===== src/rtl/sram_mem_responder.sv =====
// MEM-stage responder: one 32-bit word access as two 16-bit async SRAM cycles plus wait states.
// Define SRAM_MEM_RESPONDER_RANGE_CHECK_EN to reject out-of-window addresses with addr_err.
module sram_mem_responder #(
   parameter int ADDR_OFFSET     = 1024,
   parameter int SRAM_ADDR_WIDTH = 18,
   parameter int WAIT_CYCLES     = 4
) (
   input  logic                       clk,
   input  logic                       rst,
   input  logic                       wr_en,
   input  logic                       rd_en,
   input  logic [31:0]                address,
   input  logic [31:0]                write_data,
   output logic [31:0]                read_data,
   output logic                       ready,
   output logic                       addr_err,
   output logic [SRAM_ADDR_WIDTH-1:0] sram_addr,
   output logic [15:0]                sram_dq_out,
   output logic                       sram_dq_oe,
   input  logic [15:0]                sram_dq_in,
   output logic                       sram_we_n,
   output logic                       sram_oe_n,
   output logic [2:0]                 fsm_state
);

   localparam int WW = SRAM_ADDR_WIDTH - 1;
   localparam int CW = (WAIT_CYCLES > 1) ? $clog2(WAIT_CYCLES) : 1;
   localparam logic [CW-1:0] WAIT_LAST = (WAIT_CYCLES > 0) ? CW'(WAIT_CYCLES - 1) : '0;

   // Handshake: ready=0 while a request is present and the access has not reached DONE;
   // the pipeline freezes on ~ready and advances on the DONE edge.
   typedef enum logic [2:0] {
      S_IDLE   = 3'd0,
      S_ACC_LO = 3'd1,
      S_ACC_HI = 3'd2,
      S_WAIT   = 3'd3,
      S_DONE   = 3'd4
   } state_t;

   state_t            state, state_d;
   logic [CW-1:0]     wait_cnt, wait_cnt_d;
   logic              op_wr;
   logic [WW-1:0]     word_q;
   logic [15:0]       wdata_hi;
   logic              req;
   logic [WW-1:0]     word_in;
   logic              out_of_range;
   logic [SRAM_ADDR_WIDTH-1:0] sram_addr_d;
   logic [15:0]       sram_dq_out_d;
   logic              we_n_d, oe_n_d, dq_oe_d, addr_err_d;

   assign req       = rd_en | wr_en;
   assign word_in   = WW'((address - 32'(ADDR_OFFSET)) >> 2);
   assign ready     = ~req | (state == S_DONE);
   assign fsm_state = state;

`ifdef SRAM_MEM_RESPONDER_RANGE_CHECK_EN
   assign out_of_range = (address < 32'(ADDR_OFFSET)) ||
                         (((address - 32'(ADDR_OFFSET)) >> (WW + 2)) != 32'd0);
`else
   assign out_of_range = 1'b0;
`endif

   always_ff @(posedge clk) begin
      if (!rst) begin
         state    <= S_IDLE;
         wait_cnt <= '0;
      end else begin
         state    <= state_d;
         wait_cnt <= wait_cnt_d;
      end
   end

   always_comb begin
      state_d    = state;
      wait_cnt_d = wait_cnt;
      unique case (state)
         S_IDLE: begin
            if (req) state_d = out_of_range ? S_DONE : S_ACC_LO;
         end
         S_ACC_LO: state_d = S_ACC_HI;
         S_ACC_HI: begin
            if (WAIT_CYCLES == 0) begin
               state_d = S_DONE;
            end else begin
               state_d    = S_WAIT;
               wait_cnt_d = '0;
            end
         end
         S_WAIT: begin
            if (wait_cnt == WAIT_LAST) state_d = S_DONE;
            else wait_cnt_d = wait_cnt + 1'b1;
         end
         S_DONE:  state_d = S_IDLE;
         default: state_d = S_IDLE;
      endcase
   end

   // Pad controls are registered from the state being entered, so a reset edge
   // releases the strobes on that same edge.
   always_comb begin
      sram_addr_d   = sram_addr;
      sram_dq_out_d = sram_dq_out;
      we_n_d        = 1'b1;
      oe_n_d        = 1'b1;
      dq_oe_d       = 1'b0;
      addr_err_d    = (state == S_IDLE) && req && out_of_range;
      if (state_d == S_ACC_LO) begin
         sram_addr_d = {word_in, 1'b0};
         if (wr_en) sram_dq_out_d = write_data[15:0];
         we_n_d  = ~wr_en;
         oe_n_d  = wr_en;
         dq_oe_d = wr_en;
      end else if (state_d == S_ACC_HI) begin
         sram_addr_d = {word_q, 1'b1};
         if (op_wr) sram_dq_out_d = wdata_hi;
         we_n_d  = ~op_wr;
         oe_n_d  = op_wr;
         dq_oe_d = op_wr;
      end
   end

   always_ff @(posedge clk) begin
      if (!rst) begin
         op_wr       <= 1'b0;
         word_q      <= '0;
         wdata_hi    <= '0;
         read_data   <= '0;
         sram_addr   <= '0;
         sram_dq_out <= '0;
         sram_dq_oe  <= 1'b0;
         sram_we_n   <= 1'b1;
         sram_oe_n   <= 1'b1;
         addr_err    <= 1'b0;
      end else begin
         sram_addr   <= sram_addr_d;
         sram_dq_out <= sram_dq_out_d;
         sram_dq_oe  <= dq_oe_d;
         sram_we_n   <= we_n_d;
         sram_oe_n   <= oe_n_d;
         addr_err    <= addr_err_d;
         // A simultaneous rd_en/wr_en is treated as a write.
         if (state == S_IDLE && req) begin
            op_wr    <= wr_en;
            word_q   <= word_in;
            wdata_hi <= write_data[31:16];
            if (out_of_range && !wr_en) read_data <= '0;
         end
         if (state == S_ACC_LO && !op_wr) read_data[15:0]  <= sram_dq_in;
         if (state == S_ACC_HI && !op_wr) read_data[31:16] <= sram_dq_in;
      end
   end

endmodule


===== config.mk =====
export PLATFORM = sky130hd
export DESIGN_NAME = sram_mem_responder
export DESIGN_NICKNAME = d
export VERILOG_FILES = /design/src/rtl/sram_mem_responder.sv
export SDC_FILE = /design/constraint.sdc
export NUM_CORES = 1
export LEC_CHECK = 0
export BUFFER_PORTS_ARGS = -buffer_cell sky130_fd_sc_hd__buf_2
export CORE_AREA = 2 2 98 100
export DETAILED_ROUTE_END_ITERATION = 10
export DIE_AREA = 0 0 100 102
export PLACE_DENSITY = 0.79
export SYNTH_ARGS = -nofsm -noshare
export SYNTH_HDL_FRONTEND = slang
export SYNTH_SLANG_ARGS = --single-unit

===== constraint.sdc =====
create_clock -name clk -period 2.2 [get_ports clk]
set_input_delay 0.55 -clock clk [delete_from_list [all_inputs] [get_ports clk]]
set_output_delay 0.55 -clock clk [all_outputs]
set_load 0.1 [all_outputs]

==> results of run 1 <==
-- worst paths after layout --
kind	depth (start not counted)	to	slack [ns]	from
worst min register to register	2	read_data[13]	0.46	read_data[13]
worst min-delay path	3	wdata_hi[11]	0.43	write_data[27]
worst max register to register	3	sram_dq_out[3]	0.45	op_wr
worst max-delay path	2	fsm_state[0]	0.13	fsm_state[0]
-- power by group --
group | switching, mW | internal [mW] | total [mW] | leakage [nW]
registers | 0.103 | 2.14 | 2.24 | 0.888
logic | 1.40 | 0.381 | 1.78 | 1.28
clock network | 0.633 | 0.627 | 1.26 | 0.105
total | 2.13 | 3.15 | 5.28 | 2.28
-- registers in the layout (all words and copies together), names as in the netlist --
name	cells
read_data	32
sram_addr	18
word_q	17
sram_dq_out	16
wdata_hi	16
fsm_state	3
wait_cnt	2
op_wr	1
sram_dq_oe	1
sram_oe_n	1
sram_we_n	1
-- through the flow --
step | utilization [%] | cell area (um2)
after floorplan | - | 4519
after global placement | 58.45 | 5324
after detailed placement | 58.45 | 5324
after CTS | 60.67 | 5527
after global routing | 60.67 | 5527
final | 60.67 | 5527
-- logic make-up after synthesis --
| group | count (synthesis) |
|---|---|
| AOI/OAI and AO/OA | 187 |
| xor gates and xnor gates | 2 |
| adders and majority gates | 2 |
| buffers and inverters | 60 |
| DFF | 108 |
| muxes | 1 |
| other | 1 |
| and+or+nand+nor | 178 |
-- per-layer routing --
metal / vias up / routed length [um]
met4: 0 / 178
met3: 14 / 723
li1: 2179 / -
met5: - / 0
met1: 2103 / 5265
met2: 159 / 5618
-- cells in the final DEF, fill, tap and decap left out, drive strengths merged, types with 3 or more instances in the layout --
cell type	count
inv	5
a31oi	12
o21ai	47
nor4b	7
nor2	6
a2111o	3
clkbuf	9
clkinv	4
a2111oi	3
or3	3
nand3	43
a211oi	3
a221oi	3
nor4	4
nor3b	3
a21oi	85
or4	4
o21a	3
nand2	90
nor3	5
dfxtp	108
a311oi	18
buf	163
-- worst max-delay path: cells and delay by family, from the launching register on --
kind | cells | cell delay [ns]
buf+inv | 2 | 0.67
flops | 1 | 0.50
-- area by class of cell --
class	count	share of cell area, %
repair buffers	163	16.26
clock buffers	9	2.241
flip-flops and latches	108	39.19
inverters	6	0.4302
well taps	111	2.513
multi-input cells	371	37.94
clock inverters	5	1.426
==> impl_metrics.ini, run 1 <==
[detailed_routing]
ant_nets = 0
wl_per_cell_um = 15.25
routed_wl_um = 11790
drt_iter0_markers = 246
dr.pass1.iters = 5
vias = 4455
via_per_inst = 5.763
drc = 0

[clock_tree]
postCtsSetupBuffers = 0
cts_tree = yes
cts_root_buffer = clkbuf_8
hold_buffers = 0
path_clk_slew_ns = 0.10
clk_latency_ns = 0.36
ctsResizeCount = 0
cts_htree_levels = 3
cts_buffers = 9
cts_buffer_depth = 2
cts_num_sinks = 108

[placed_design]
numPortBuffers = 141
dpl.hpwl_um = 8274
dpl.cell_count = 759
pre_cts_ws_ns = 0.1740
gp_congestion = 0.8723

[critical_path]
cp-end-kind = output port
crit_type = flop to output port
cp_slowest_cell = dfxtp_2
worstPathCellList = buf_4 -> buf_2
max_stage_delay_ns = 0.50
crit_required_ns = 1.65
critPathMaxFanout = 11
cp.arrival_ns = 1.52
startpoint_type = flop

[power_and_ir_drop]
power_density_nw_per_um2 = 955.6
ir_drop_v = 0.0004412
p_total_mw = 5.281
cellLeakagePower_nw = 2.278

[synth]
yosys_warnings = 0
synth_edf_count = 0
synthAdderAreaFrac_pct = 0.5551
synth_top_family_by_area = compound AO/OA/AOI/OAI gates
yosys.area_share.simple_pct = 20.21
post_synth_num_cell_types = 52
synth_flop_cell = dfxtp_1
synthCells = 539
synth_area_leaders = dfxtp_1 48%, a21oi_1 9.4%, nand2_1 7.5%, o21ai_0 5.0%, nand3_1 4.8%
synthMuxAreaShare_pct = 0.3331
synth.avg_cell_area_um2 = 8.364
yosysTopAreaCell = dfxtp_1
ys_seq_elements = 108
synth_xor_xnor_area_share_pct = 0.3886
netlist.area_leader.share_pct = 47.96
synthArstFlopShare_pct = 0
synth-compound-area-share_pct = 24.59
synth_area_um2 = 4508
synth-seq-area-share_pct = 47.96
ys_top_cells_by_count = 108 x dfxtp_1, 90 x nand2_1, 85 x a21oi_1
synth_most_common_cell = dfxtp_1
synth_nets = 625

[timing]
hold_violations = 0
fin_setup_tns_ns = 0
clock_skew_ns = 0.01131
hold_ws_ns = 0.4316
period_minus_slack_ns = 2.074
worst_slack_ns = 0.1258
rsz0062_at_grt = false
final.period_utilization_pct = 94.28
tightest_slew_ns = 0.6686
finalMaxSlewViolations = 0
setup_viol_count_final = 0
slew_headroom_pct = 55.06
clock.fmax_mhz = 482.1

[floorplan]
rows = 35
fp.dieW_um = 100
coreArea_um2 = 9109
pin_count = 158
dieArea_um2 = 10200
start_util_pct = 49.49
fp.dieH_um = 102

[global_route]
use_met1_pct = 30.57
grt.busiest_layer = met2
grt_pass1_wl_um = 18840
grt_use_met3_pct = 3.830
gr-usage-met2_pct = 36.38
grt_pass1_vias = 3977
grt_usage_pct = 22.50
antenna_found_initial = 0
grt_max_degree = 33
gr-total-overflow = 0

[final_layout]
seq_area_um2 = 2166
diodes = 0
multi_input_area_um2 = 2097
layout.cells.non_filler = 773
final_nets = 745
fillCellCount = 818
syn_to_final_growth_pct = 22.59
drive_gt1_share_pct = 29.00

[hold_path]
hold_class = primary input to flop

[outcome]
outcome = finished clean

[job]
maxCapViolations = 0
Power figures use the tool's default switching activity.
==> inputs of run 2 (changes only) <==
--- a/config.mk
+++ b/config.mk
@@ -10,6 +10,7 @@
 export DETAILED_ROUTE_END_ITERATION = 10
 export DIE_AREA = 0 0 100 102
 export PLACE_DENSITY = 0.79
+export REMOVE_ABC_BUFFERS = 1
 export SYNTH_ARGS = -nofsm -noshare
 export SYNTH_HDL_FRONTEND = slang
 export SYNTH_SLANG_ARGS = --single-unit
==> impl_metrics.ini, run 2 (synthesized netlist as in run 1, its figures left out) <==
[outcome]
outcome = finished clean

[clock_tree]
cts_root_buffer = clkbuf_8
cts_num_sinks = 108
path_clk_slew_ns = 0.11
cts_htree_levels = 3
postCtsSetupBuffers = 0
hold_buffers = 0
cts_buffer_depth = 2
clk_latency_ns = 0.36
cts_tree = yes
cts_buffers = 9

[placed_design]
numPortBuffers = 141
dpl.hpwl_um = 7941
place_area_um2 = 5314
pre_cts_ws_ns = 0.1961
gp_congestion = 0.8247

[final_layout]
final_area_um2 = 5530
syn_to_final_growth_pct = 22.68
final_nets = 742
layout_common_cells = 139 x buf_2, 108 x dfxtp_1, 90 x nand2_1, 85 x a21oi_1, 45 x o21ai_0
diodes = 0
top_regs = read_data: 32 flops, sram_addr: 18 flops, word_q: 17 flops
largest_reg_flops = 32
top_register = read_data
finish.utilization_pct = 60.71
layout_commonest_cell = buf_2
drive_gt1_share_pct = 28.44

[critical_path]
cp_slowest_cell = dfxtp_1
cp.arrival_ns = 1.57
critPathMaxFanout = 11
regToRegEndpoint = sram_dq_out[6]
crit_required_ns = 1.65
crit_type = flop to output port
r2r_start = fsm_state[0]
cp-end-kind = output port
ff2ff_setup_slack_ns = 0.19
startpoint_type = flop
max_stage_delay_ns = 0.63
cpMostUsedCell = buf_4
worstPathCellList = buf_4 -> buf_4
rr_worst_depth = 3

[detailed_routing]
wl_per_cell_um = 15.73
vias = 4467
ant_nets = 0
dr.pass1.iters = 4
drc = 0
drt_iter0_markers = 310
routed_wl_um = 12140
via_per_inst = 5.786

[job]
maxCapViolations = 0

[global_route]
grt_pass1_vias = 4057
grt_pass1_wl_um = 19490
grt_usage_pct = 23.59
gr-total-overflow = 0
grt_max_degree = 52
antenna_found_initial = 0

[timing]
hold_violations = 0
period_minus_slack_ns = 2.123
setup_viol_count_final = 0
worst_slack_ns = 0.07705
tightest_slew_ns = 0.7159
clock_skew_ns = 0.01189
rsz0062_at_grt = false
final.period_utilization_pct = 96.50
clock.fmax_mhz = 471.0
slew_headroom_pct = 52.27
fin_setup_tns_ns = 0
finalMaxSlewViolations = 0

[power_and_ir_drop]
cellLeakagePower_nw = 2.269
ir_drop_v = 0.0005955
power_density_nw_per_um2 = 954.0

[hold_path]
min-delay-start = sram_dq_in[5]
hold_class = primary input to flop
hold-path-endpoint = read_data[5]
whs_path_depth = 3

[floorplan]
rows = 35
coreArea_um2 = 9109
dieArea_um2 = 10200
start_util_pct = 49.49
fp.dieH_um = 102
fp.dieW_um = 100
pin_count = 158
## run 2: changes by cell type in the layout (fill, tap and decap cells not counted), sizes merged
cell / before / now
buf: 163 / 160
inv: 5 / 8
bufinv: 2 / 1
clkinv: 4 / 3
clkinvlp: 0 / 1
## run 2: repair_timing
item	CTS	global route
gates resized for setup	1	1
endpoints found under the setup margin	1	2
gates cloned	0	0
## run 2: metal layers
layer	global-route usage (%)	share of wire (%)	vias up
met1	30.77	43	2097
met5	0	0	-
li1	-	-	2177
met2	40.12	48	179
met4	6.533	0.96	0
met3	4.788	7.7	14
## run 2: power breakdown
part | total (mW) | internal (mW) | switching [mW]
Sequential | 2.24 | 2.14 | 0.0982
Combinational | 1.80 | 0.384 | 1.42
Clock | 1.24 | 0.544 | 0.693
Total | 5.28 | 3.07 | 2.21
## run 2: how the worst max path moves through the flow
stage                            start               to  slack, ns  cells after the start
after floorplan                    rst    sram_addr[14]      -0.91                      3
after global placement           wr_en  sram_dq_out[12]       0.23                      4
after detailed placement  fsm_state[0]   sram_dq_out[9]       0.20                      4
after CTS                 fsm_state[0]     fsm_state[0]       0.07                      2
after global routing      fsm_state[0]     fsm_state[0]       0.01                      2
final                     fsm_state[0]     fsm_state[0]       0.08                      2
## run 2: area by class of cell
class,instances,area (um2)
Tap cell,111,138.9
Sequential cell,108,2162
Clock buffer,9,123.9
Fill cell,821,3578
Timing Repair Buffer,160,903.4
Inverter,6,22.52
Multi-Input combinational cell,371,2095
Clock inverter,7,85.08
## run 2: through the flow
stage	hold WS (ns)	total power [mW]	std cells
5_1_grt	0.4106	5.511	772
3_3_place_gp	0.4380	4.041	756
4_1_cts	0.4064	5.301	772
3_5_place_dp	0.4441	4.072	756
2_1_floorplan	0.4519	3.633	485
6_report	0.4187	5.276	772
## run 2: worst max-delay path: cells and delay by family, from the launching register on
kind	cells	cell delay [ns]
DFF	1	0.63
buffers and inverters	2	0.59
